[src/rtl/ifb_pkg.sv]
// Shared constants, FSM state encoding and FIFO entry layout for the instruction fetch buffer.
package ifb_pkg;

    localparam int DEPTH = 4;
    localparam int PTR_W = $clog2(DEPTH);
    localparam int CNT_W = $clog2(DEPTH + 1);

    localparam logic [31:0] NOP          = 32'h0000_0000;
    localparam logic [31:0] RESET_VECTOR = 32'h0000_0000;

    typedef enum logic [1:0] {
        S_IDLE = 2'd0,
        S_REQ  = 2'd1,
        S_DROP = 2'd2
    } ifb_state_e;

    typedef struct packed {
        logic [31:0] pc;
        logic [31:0] inst;
    } ifb_entry_t;

endpackage

[src/rtl/ifb_fifo.sv]
// DEPTH-entry {pc, inst} FIFO with synchronous clear; clear wins over push and pop.
module ifb_fifo
    import ifb_pkg::*;
(
    input  logic             clk,
    input  logic             reset,
    input  logic             clear,
    input  logic             push,
    input  logic             pop,
    input  ifb_entry_t       wdata,
    output ifb_entry_t       head,
    output logic [CNT_W-1:0] count
);

    ifb_entry_t       mem [DEPTH];
    logic [PTR_W-1:0] wr_ptr;
    logic [PTR_W-1:0] rd_ptr;
    logic             do_push;
    logic             do_pop;

    assign do_push = push && !clear && (count < CNT_W'(DEPTH));
    assign do_pop  = pop && !clear && (count != '0);

    always_ff @(posedge clk or posedge reset) begin
        if (reset) begin
            wr_ptr <= '0;
            rd_ptr <= '0;
            count  <= '0;
        end else if (clear) begin
            wr_ptr <= '0;
            rd_ptr <= '0;
            count  <= '0;
        end else begin
            if (do_push) wr_ptr <= wr_ptr + PTR_W'(1);
            if (do_pop)  rd_ptr <= rd_ptr + PTR_W'(1);
            case ({do_push, do_pop})
                2'b10:   count <= count + CNT_W'(1);
                2'b01:   count <= count - CNT_W'(1);
                default: count <= count;
            endcase
        end
    end

    // Storage needs no reset: the head is only used while count is non-zero.
    always_ff @(posedge clk) begin
        if (do_push) mem[wr_ptr] <= wdata;
    end

    assign head = mem[rd_ptr];

endmodule

[src/rtl/inst_fetch_buffer.sv]
// Instruction prefetch buffer: one-outstanding-request fetch FSM feeding a small FIFO.
// Optional IFB_PERF_EN adds perf_fetched / perf_dropped event counters.
module inst_fetch_buffer
    import ifb_pkg::*;
(
    input  logic        clk,
    input  logic        reset,
    input  logic        redirect,
    input  logic [31:0] redirect_pc,
    output logic        imem_req,
    output logic [31:0] imem_addr,
    input  logic        imem_ack,
    input  logic [31:0] imem_rdata,
    output logic [31:0] inst,
    output logic [31:0] inst_pc,
    output logic        inst_valid,
    input  logic        inst_ready,
`ifdef IFB_PERF_EN
    output logic [15:0] perf_fetched,
    output logic [15:0] perf_dropped,
`endif
    output ifb_state_e  fetch_state
);

    ifb_state_e       state;
    ifb_state_e       next_state;
    logic [31:0]      fetch_pc;
    logic [31:0]      req_addr;
    logic             issue;
    logic             push;
    logic             pop;
    logic             drop_ack;
    logic [CNT_W-1:0] count;
    ifb_entry_t       head;
    ifb_entry_t       wdata;

    // Handshakes: the core pops the head when inst_valid && inst_ready at a rising edge;
    // memory completes the single outstanding request when imem_ack is high at a rising edge.

    always_ff @(posedge clk or posedge reset) begin
        if (reset) state <= S_IDLE;
        else       state <= next_state;
    end

    // Only IDLE issues, so no request is in flight when the space check is made.
    always_comb begin
        next_state = state;
        issue      = 1'b0;
        push       = 1'b0;
        drop_ack   = 1'b0;
        case (state)
            S_IDLE: begin
                if (!redirect && (count < CNT_W'(DEPTH))) begin
                    next_state = S_REQ;
                    issue      = 1'b1;
                end
            end
            S_REQ: begin
                if (imem_ack) begin
                    next_state = S_IDLE;
                    push       = !redirect;
                    drop_ack   = redirect;
                end else if (redirect) begin
                    next_state = S_DROP;
                end
            end
            S_DROP: begin
                if (imem_ack) begin
                    next_state = S_IDLE;
                    drop_ack   = 1'b1;
                end
            end
            default: next_state = S_IDLE;
        endcase
    end

    always_ff @(posedge clk or posedge reset) begin
        if (reset) begin
            fetch_pc <= RESET_VECTOR;
            req_addr <= 32'h0000_0000;
        end else begin
            if (redirect)  fetch_pc <= {redirect_pc[31:2], 2'b00};
            else if (push) fetch_pc <= fetch_pc + 32'd4;
            // Latched at issue so the address stays put even if a redirect moves fetch_pc.
            if (issue) req_addr <= fetch_pc;
        end
    end

    assign wdata.pc   = req_addr;
    assign wdata.inst = imem_rdata;
    assign pop        = inst_valid && inst_ready && !redirect;

    ifb_fifo u_fifo (
        .clk   (clk),
        .reset (reset),
        .clear (redirect),
        .push  (push),
        .pop   (pop),
        .wdata (wdata),
        .head  (head),
        .count (count)
    );

    assign inst_valid  = (count != '0);
    assign inst        = inst_valid ? head.inst : NOP;
    assign inst_pc     = inst_valid ? head.pc : 32'h0000_0000;
    assign imem_req    = (state != S_IDLE);
    assign imem_addr   = req_addr;
    assign fetch_state = state;

`ifdef IFB_PERF_EN
    always_ff @(posedge clk or posedge reset) begin
        if (reset) begin
            perf_fetched <= 16'h0000;
            perf_dropped <= 16'h0000;
        end else begin
            if (push) perf_fetched <= perf_fetched + 16'd1;
            perf_dropped <= perf_dropped + 16'(drop_ack) + (redirect ? 16'(count) : 16'd0);
        end
    end
`endif

endmodule

[config.mk]
export PLATFORM = sky130hd
export DESIGN_NAME = inst_fetch_buffer
export DESIGN_NICKNAME = d
export VERILOG_FILES = /design/src/rtl/ifb_pkg.sv /design/src/rtl/ifb_fifo.sv /design/src/rtl/inst_fetch_buffer.sv
export SDC_FILE = /design/constraint.sdc
export NUM_CORES = 1
export LEC_CHECK = 0
export ABC_AREA = 1
export BUFFER_PORTS_ARGS = -buffer_cell sky130_fd_sc_hd__buf_2
export CAP_MARGIN = 0
export CORE_ASPECT_RATIO = 1.25
export CORE_UTILIZATION = 55
export CTS_CLUSTER_DIAMETER = 200
export DETAILED_ROUTE_END_ITERATION = 8
export PLACE_DENSITY_LB_ADDON = 0.05
export SYNTH_ARGS = -nofsm -noshare
export SYNTH_HDL_FRONTEND = slang
export SYNTH_HIERARCHICAL = 1
export SYNTH_SLANG_ARGS = --single-unit
[constraint.sdc]
create_clock -name clk -period 6.7 [get_ports clk]
set_clock_uncertainty 0.15 [all_clocks]
set_input_delay 1.34 -clock clk [delete_from_list [all_inputs] [get_ports clk]]
set_output_delay 1.34 -clock clk [all_outputs]
set_load 0.05 [all_outputs]
==> results of run 1 <==
## metal layers
layer	GRT usage [%]	up-vias	wire length, um
met2	41.9	261	15100
met4	9.91	0	1070
met5	0	-	0
li1	-	4724	-
met3	3.28	63	1500
met1	29.7	4582	12400
## metrics by stage
| step | instances | area (um^2) | utilization, % | setup WS [ns] | hold WS (ns) |
|---|---|---|---|---|---|
| floorplan | 1312 | 13900 | - | 1.29 | 0.337 |
| global placement | 1751 | 15000 | 60.8 | 2.57 | 0.357 |
| detailed placement | 1751 | 15000 | 60.8 | 2.56 | 0.361 |
| CTS | 1810 | 16000 | 65.2 | 2.02 | 0.375 |
| global route | 1811 | 16000 | 65.2 | 1.83 | 0.413 |
| finish | 1811 | 16000 | 65.2 | 2.08 | 0.371 |
## sequential cells by signal, indices dropped and copies added, names as in the netlist
register and cells:
imem_addr 30, fetch_pc 30, u_fifo/rd_ptr 2, u_fifo/wr_ptr 2
u_fifo/mem 256, u_fifo/count 3, fetch_state 2
## kinds of logic (layout without fill, tap and decap cells)
logic type	Yosys count	after routing
compound gates	277	277
fa+ha+maj	6	6
xor+xnor	2	2
flops	325	325
buf+inv	207	375
mux	2	2
simple gates	483	483
other cells	1	11
## report_power, final
part           total, mW  internal [mW]  switching [mW]
Clock               1.78           1.07           0.711
Combinational       2.14          0.431            1.71
Sequential          2.67           2.45           0.220
## worst max-delay path, cell delays in order (launching register included)
cell,delay [ns]
dfrtp_4,0.57
inv_4,0.79
buf_4,0.46
o21ai_0,0.12
o22ai_1,0.15
inv_1,0.07
nor2_1,0.15
buf_2,0.30
## worst max-delay path by stage
stage / from / to / slack, ns
after global placement: u_fifo/rd_ptr[0]$_DFFE_PP0P_ / inst_pc[13] / 2.57
after global routing: u_fifo/rd_ptr[0]$_DFFE_PP0P_ / inst_pc[12] / 1.83
after CTS: u_fifo/rd_ptr[0]$_DFFE_PP0P_ / inst_pc[12] / 2.02
final: u_fifo/rd_ptr[0]$_DFFE_PP0P_ / inst_pc[12] / 2.08
after detailed placement: u_fifo/rd_ptr[0]$_DFFE_PP0P_ / inst_pc[11] / 2.56
after floorplan: imem_ack / u_fifo/mem[0][0]$_DFFE_PP_ / 1.29
## final cells by class
| type | instances | area, um^2 |
|---|---|---|
| diodes | 1 | 2.50 |
| clock buffers | 48 | 955 |
| clock inverters | 11 | 106 |
| fillers | 1987 | 8560 |
| inverters | 140 | 528 |
| multi-input cells | 780 | 3640 |
| flip-flops and latches | 325 | 9420 |
| well taps | 330 | 413 |
| repair buffers | 176 | 961 |
## cells in the final DEF (no fill, tap or decap), types with 6 or more instances in the layout
cell / instances
nor2_4: 7
o21ai_1: 19
nand2_1: 175
clkbuf_16: 35
buf_4: 8
inv_1: 134
clkbuf_1: 10
o22ai_1: 65
dfrtp_1: 67
edfxtp_1: 256
o211ai_1: 8
nand3_1: 41
nand2_2: 6
buf_2: 164
nor2_1: 239
a21oi_1: 18
conb_1: 10
nor2_2: 8
o21ai_0: 162
==> impl_metrics.toml, run 1 <==
[yosys]
synth_fa_ha_area_share_pct = 0.595
muxShareOfSynthArea_pct = 0.162
yosysTopAreaCell = "edfxtp_1"
ys_warn_count = 6
synth_top_area_share_pct = 55.4
yosysUniqueCellTypes = 36
synth_seq_cells = 325
netlist_top_cells_area = "edfxtp_1 (55%), dfrtp_1 (12%), nor2_1 (6.6%)"
synth_cells = 1303
avgSynthCellArea_um2 = 10.6
synth_edf_count = 256
synthSimpleGateAreaFrac_pct = 14.0
syn_area_um2 = 13900
synth_compound_area_share_pct = 10.8
synth_common_cells = "edfxtp_1 (256), nor2_1 (243), nand2_1 (175), o21ai_0 (162), inv_1 (135)"
yosysMostFrequentCell = "edfxtp_1"
synth_xor_area_share_pct = 0.126
async_flop_share_pct = 21.2
synth_top_family_by_area = "simple AND/OR/NAND/NOR gates"
yosysSeqAreaShare_pct = 67.9
ys.flop_type = "edfxtp_1"

[finish]
drive_above_1_share_pct = 17.2
area_growth_pct = 15.5
nets = 1532

[clocking]
post-cts-setup-buffer-count = 0
cts_buffers = 34
clkTransAtPathRegs_ns = 0.06
clk_path_buf_depth = 3
cts_root_buf = "clkbuf_16"
cts_tree = "yes"
hold_buffers = 0
cts_resized = 0
worstSkewPairLatency_ns = 0.50
cts.sinks = 325
htreeDepth = 2

[grt]
overflow = 0
track_usage_pct = 24.0
grt_pass1_wl_mm = 47.5
grt_max_degree = 115
antenna_found_initial = 1
grt_pass1_vias = 9265

[placement]
place_congestion = 0.850
dp.final_hpwl_mm = 17.6
port_buffers = 164

[worst_setup_path]
crit_type = "flip-flop to output port"
r2r_cells = 8
crit_required_ns = 5.21
end_kind = "output port"
cp_max_fo = 102
crit_arrival_ns = 3.13
rr_endpoint = "u_fifo/mem[0][53]$_DFFE_PP_"
r2r_slack_ns = 3.72
reg2reg_from = "fetch_state[1]$_DFFE_PP0P_"
start_kind = "flip-flop"

[min_path]
hold_end = "fetch_pc[31]$_DFFE_PP0P_"
hold_depth = 2
min_from = "fetch_pc[31]$_DFFE_PP0P_"
worst_hold_path_type = "flip-flop to flip-flop"

[floorplanning]
die-area_um2 = 25900
start_util_pct = 56.4
core_area_um2 = 24600
ios = 169
die_w_um = 144
dieHeight_um = 180
rows = 64

[power]
p_total_mw = 6.59
power_density_nw_per_um2 = 411
p_leak_nw = 6.58
vdd_drop_max_uv = 251

[timing]
slew_violations = 0
hold_viol = 0
fin_setup_tns_ns = 0
fmax_ghz = 0.216
rsz0062_at_grt = "false"
maxSlewHeadroom_pct = 23.4
period_share_pct = 68.9
worst_pin_slew_ns = 1.15
finalCriticalPeriod_ns = 4.62
setup_violations = 0

[route]
viasPerCell = 5.32
drt_iter0_markers = 438
drc = 0
drt_wl_total_mm = 30.1
wl_per_cell_um = 16.6
antenna_left = 0
drt_pre_antenna_iters = 5
num_vias = 9630

[outcome]
status = "complete, no violations"

[run]
maxCapViolCount = 0
Note: power is estimated with default switching activity, not from simulation.
==> run 2: changes to the inputs <==
==> constraint.sdc (replaced) <==
create_clock -name clk -period 4.7 [get_ports clk]
set_clock_uncertainty 0.15 [all_clocks]
set_input_delay 0.94 -clock clk [delete_from_list [all_inputs] [get_ports clk]]
set_output_delay 0.94 -clock clk [all_outputs]
set_load 0.05 [all_outputs]
==> run 2 against run 1 <==
Against the previous run: critical path depth shrank 1; sequential share of layout area grew 0.20 points; first-iteration DRC count grew 3.9%; total power grew 40%; final area shrank 0.34%; critical path type unchanged; largest power group unchanged; sequential power grew 43%.
==> impl_metrics.toml, run 2 (synthesized netlist as in run 1, its figures left out) <==
[outcome]
status = "complete, no violations"

[timing]
setup_violations = 0
setup_slack_ns = 0.587
worst_pin_slew_ns = 0.907
fin_setup_tns_ns = 0
slew_violations = 0
hold_viol = 0
fmax_ghz = 0.243
hold_slack_ns = 0.216
rsz0062_at_grt = "false"
finalCriticalPeriod_ns = 4.11
period_share_pct = 87.5
maxSlewHeadroom_pct = 39.4

[finish]
area_growth_pct = 15.1
nets = 1540
drive_above_1_share_pct = 18.2
final_area_um2 = 16000
largest_register_ff_count = 256
final_common_cell = "edfxtp_1"
fin_cells = 1819
largest_register = "u_fifo/mem"
final_core_util_pct = 65.0
diodes = 0
mostFrequentLayoutCells = "edfxtp_1 (256), nor2_1 (239), nand2_1 (175), buf_2 (164), o21ai_0 (162)"

[route]
viasPerCell = 5.30
num_vias = 9634
drt_iter0_markers = 455
drt_pre_antenna_iters = 5
drc = 0
wl_per_cell_um = 16.6
antenna_left = 0
drt_wl_total_mm = 30.1

[worst_setup_path]
crit_required_ns = 3.61
max_stage_delay_ns = 0.80
end_kind = "output port"
cp_max_fo = 92
crit_slowest_cell = "buf_4"
path_buf_inv = 3
cp_cell_sequence = "buf_4 > o21ai_0 > o22ai_1 > inv_1 > nor2_1 > buf_2"
rr_endpoint = "u_fifo/mem[0][42]$_DFFE_PP_"
crit_type = "flip-flop to output port"
startpoint = "u_fifo/rd_ptr[0]$_DFFE_PP0P_"
start_kind = "flip-flop"
crit_family = "buffers and inverters"
reg2reg_from = "fetch_state[1]$_DFFE_PP0P_"
r2r_slack_ns = 2.07
r2r_cells = 8
crit_arrival_ns = 3.02

[clocking]
htreeDepth = 1
cts_resized = 0
worstSkewPairLatency_ns = 0.55
cts_buffers = 31
clkTransAtPathRegs_ns = 0.06
cts_tree = "yes"
post-cts-setup-buffer-count = 0
cts_root_buf = "clkbuf_16"
clk_path_buf_depth = 3
cts.sinks = 325
hold_buffers = 0

[placement]
port_buffers = 164
dp_cells = 1762
dp_slack_ns = 1.17
place_congestion = 0.951
dpl_cell_area_um2 = 15000
dp.final_hpwl_mm = 18.3

[floorplanning]
dieHeight_um = 180
die_w_um = 144
core_area_um2 = 24600
rows = 64
die-area_um2 = 25900
start_util_pct = 56.4
ios = 169

[power]
p_total_mw = 9.19
p_leak_nw = 6.59
power_density_nw_per_um2 = 576
vdd_drop_max_uv = 352

[min_path]
worst_hold_path_type = "primary input to asynchronous set/reset pin"

[grt]
overflow = 0
grt_pass1_vias = 9242
track_usage_pct = 23.7
grt_pass1_wl_mm = 47.1
grt_max_degree = 93
antenna_found_initial = 0

[run]
maxCapViolCount = 0
[run 2: cell types whose count changed in the layout (fill, tap and decap cells not counted), sizes merged]
cell and change:
buf +11, bufinv -2, clkbuf -7, clkinv +5
clkinvlp +1, diode -1, inv +1
[run 2: worst reg2reg max path, stage by stage (launching register included)]
cell	delay (ns)
dfrtp_1	0.42
nor2_2	0.15
nand2_2	0.18
nor2_2	0.20
nand2_1	0.11
nor2_1	0.23
inv_2	0.16
nor2_4	0.11
buf_4	0.54
[run 2: power breakdown]
| group | leakage, nW | internal, mW | switching, mW |
|---|---|---|---|
| clock network | 0.481 | 1.30 | 1.02 |
| logic | 2.96 | 0.627 | 2.44 |
| registers | 3.15 | 3.49 | 0.322 |
| total | 6.59 | 5.41 | 3.78 |
[run 2: worst max-delay path by stage]
stage / end / slack (ns) / cells past startpoint
global route: inst_pc[14] / 0.38 / 6
detailed placement: inst_pc[13] / 1.17 / 6
floorplan: u_fifo/mem[0][0]$_DFFE_PP_ / -0.31 / 7
global placement: inst_pc[13] / 1.17 / 6
finish: inst_pc[9] / 0.59 / 6
CTS: inst_pc[9] / 0.56 / 6
[run 2: area by class of cell]
cell class                 instances  area, um^2
inverter                         140         528
fill                            2031        8620
sequential                       325        9420
timing repair buffer             187        1010
tap                              330         413
multi-input combinational        780        3640
clock inverter                    16         101
clock buffer                      41         863
[run 2: per-layer routing]
layer	up-vias	global-route usage [%]	wire, um
met5	-	0	0
met4	0	6.55	630
met3	48	2.69	1580
met2	300	43.3	15700
met1	4556	29.3	12200
li1	4730	-	-
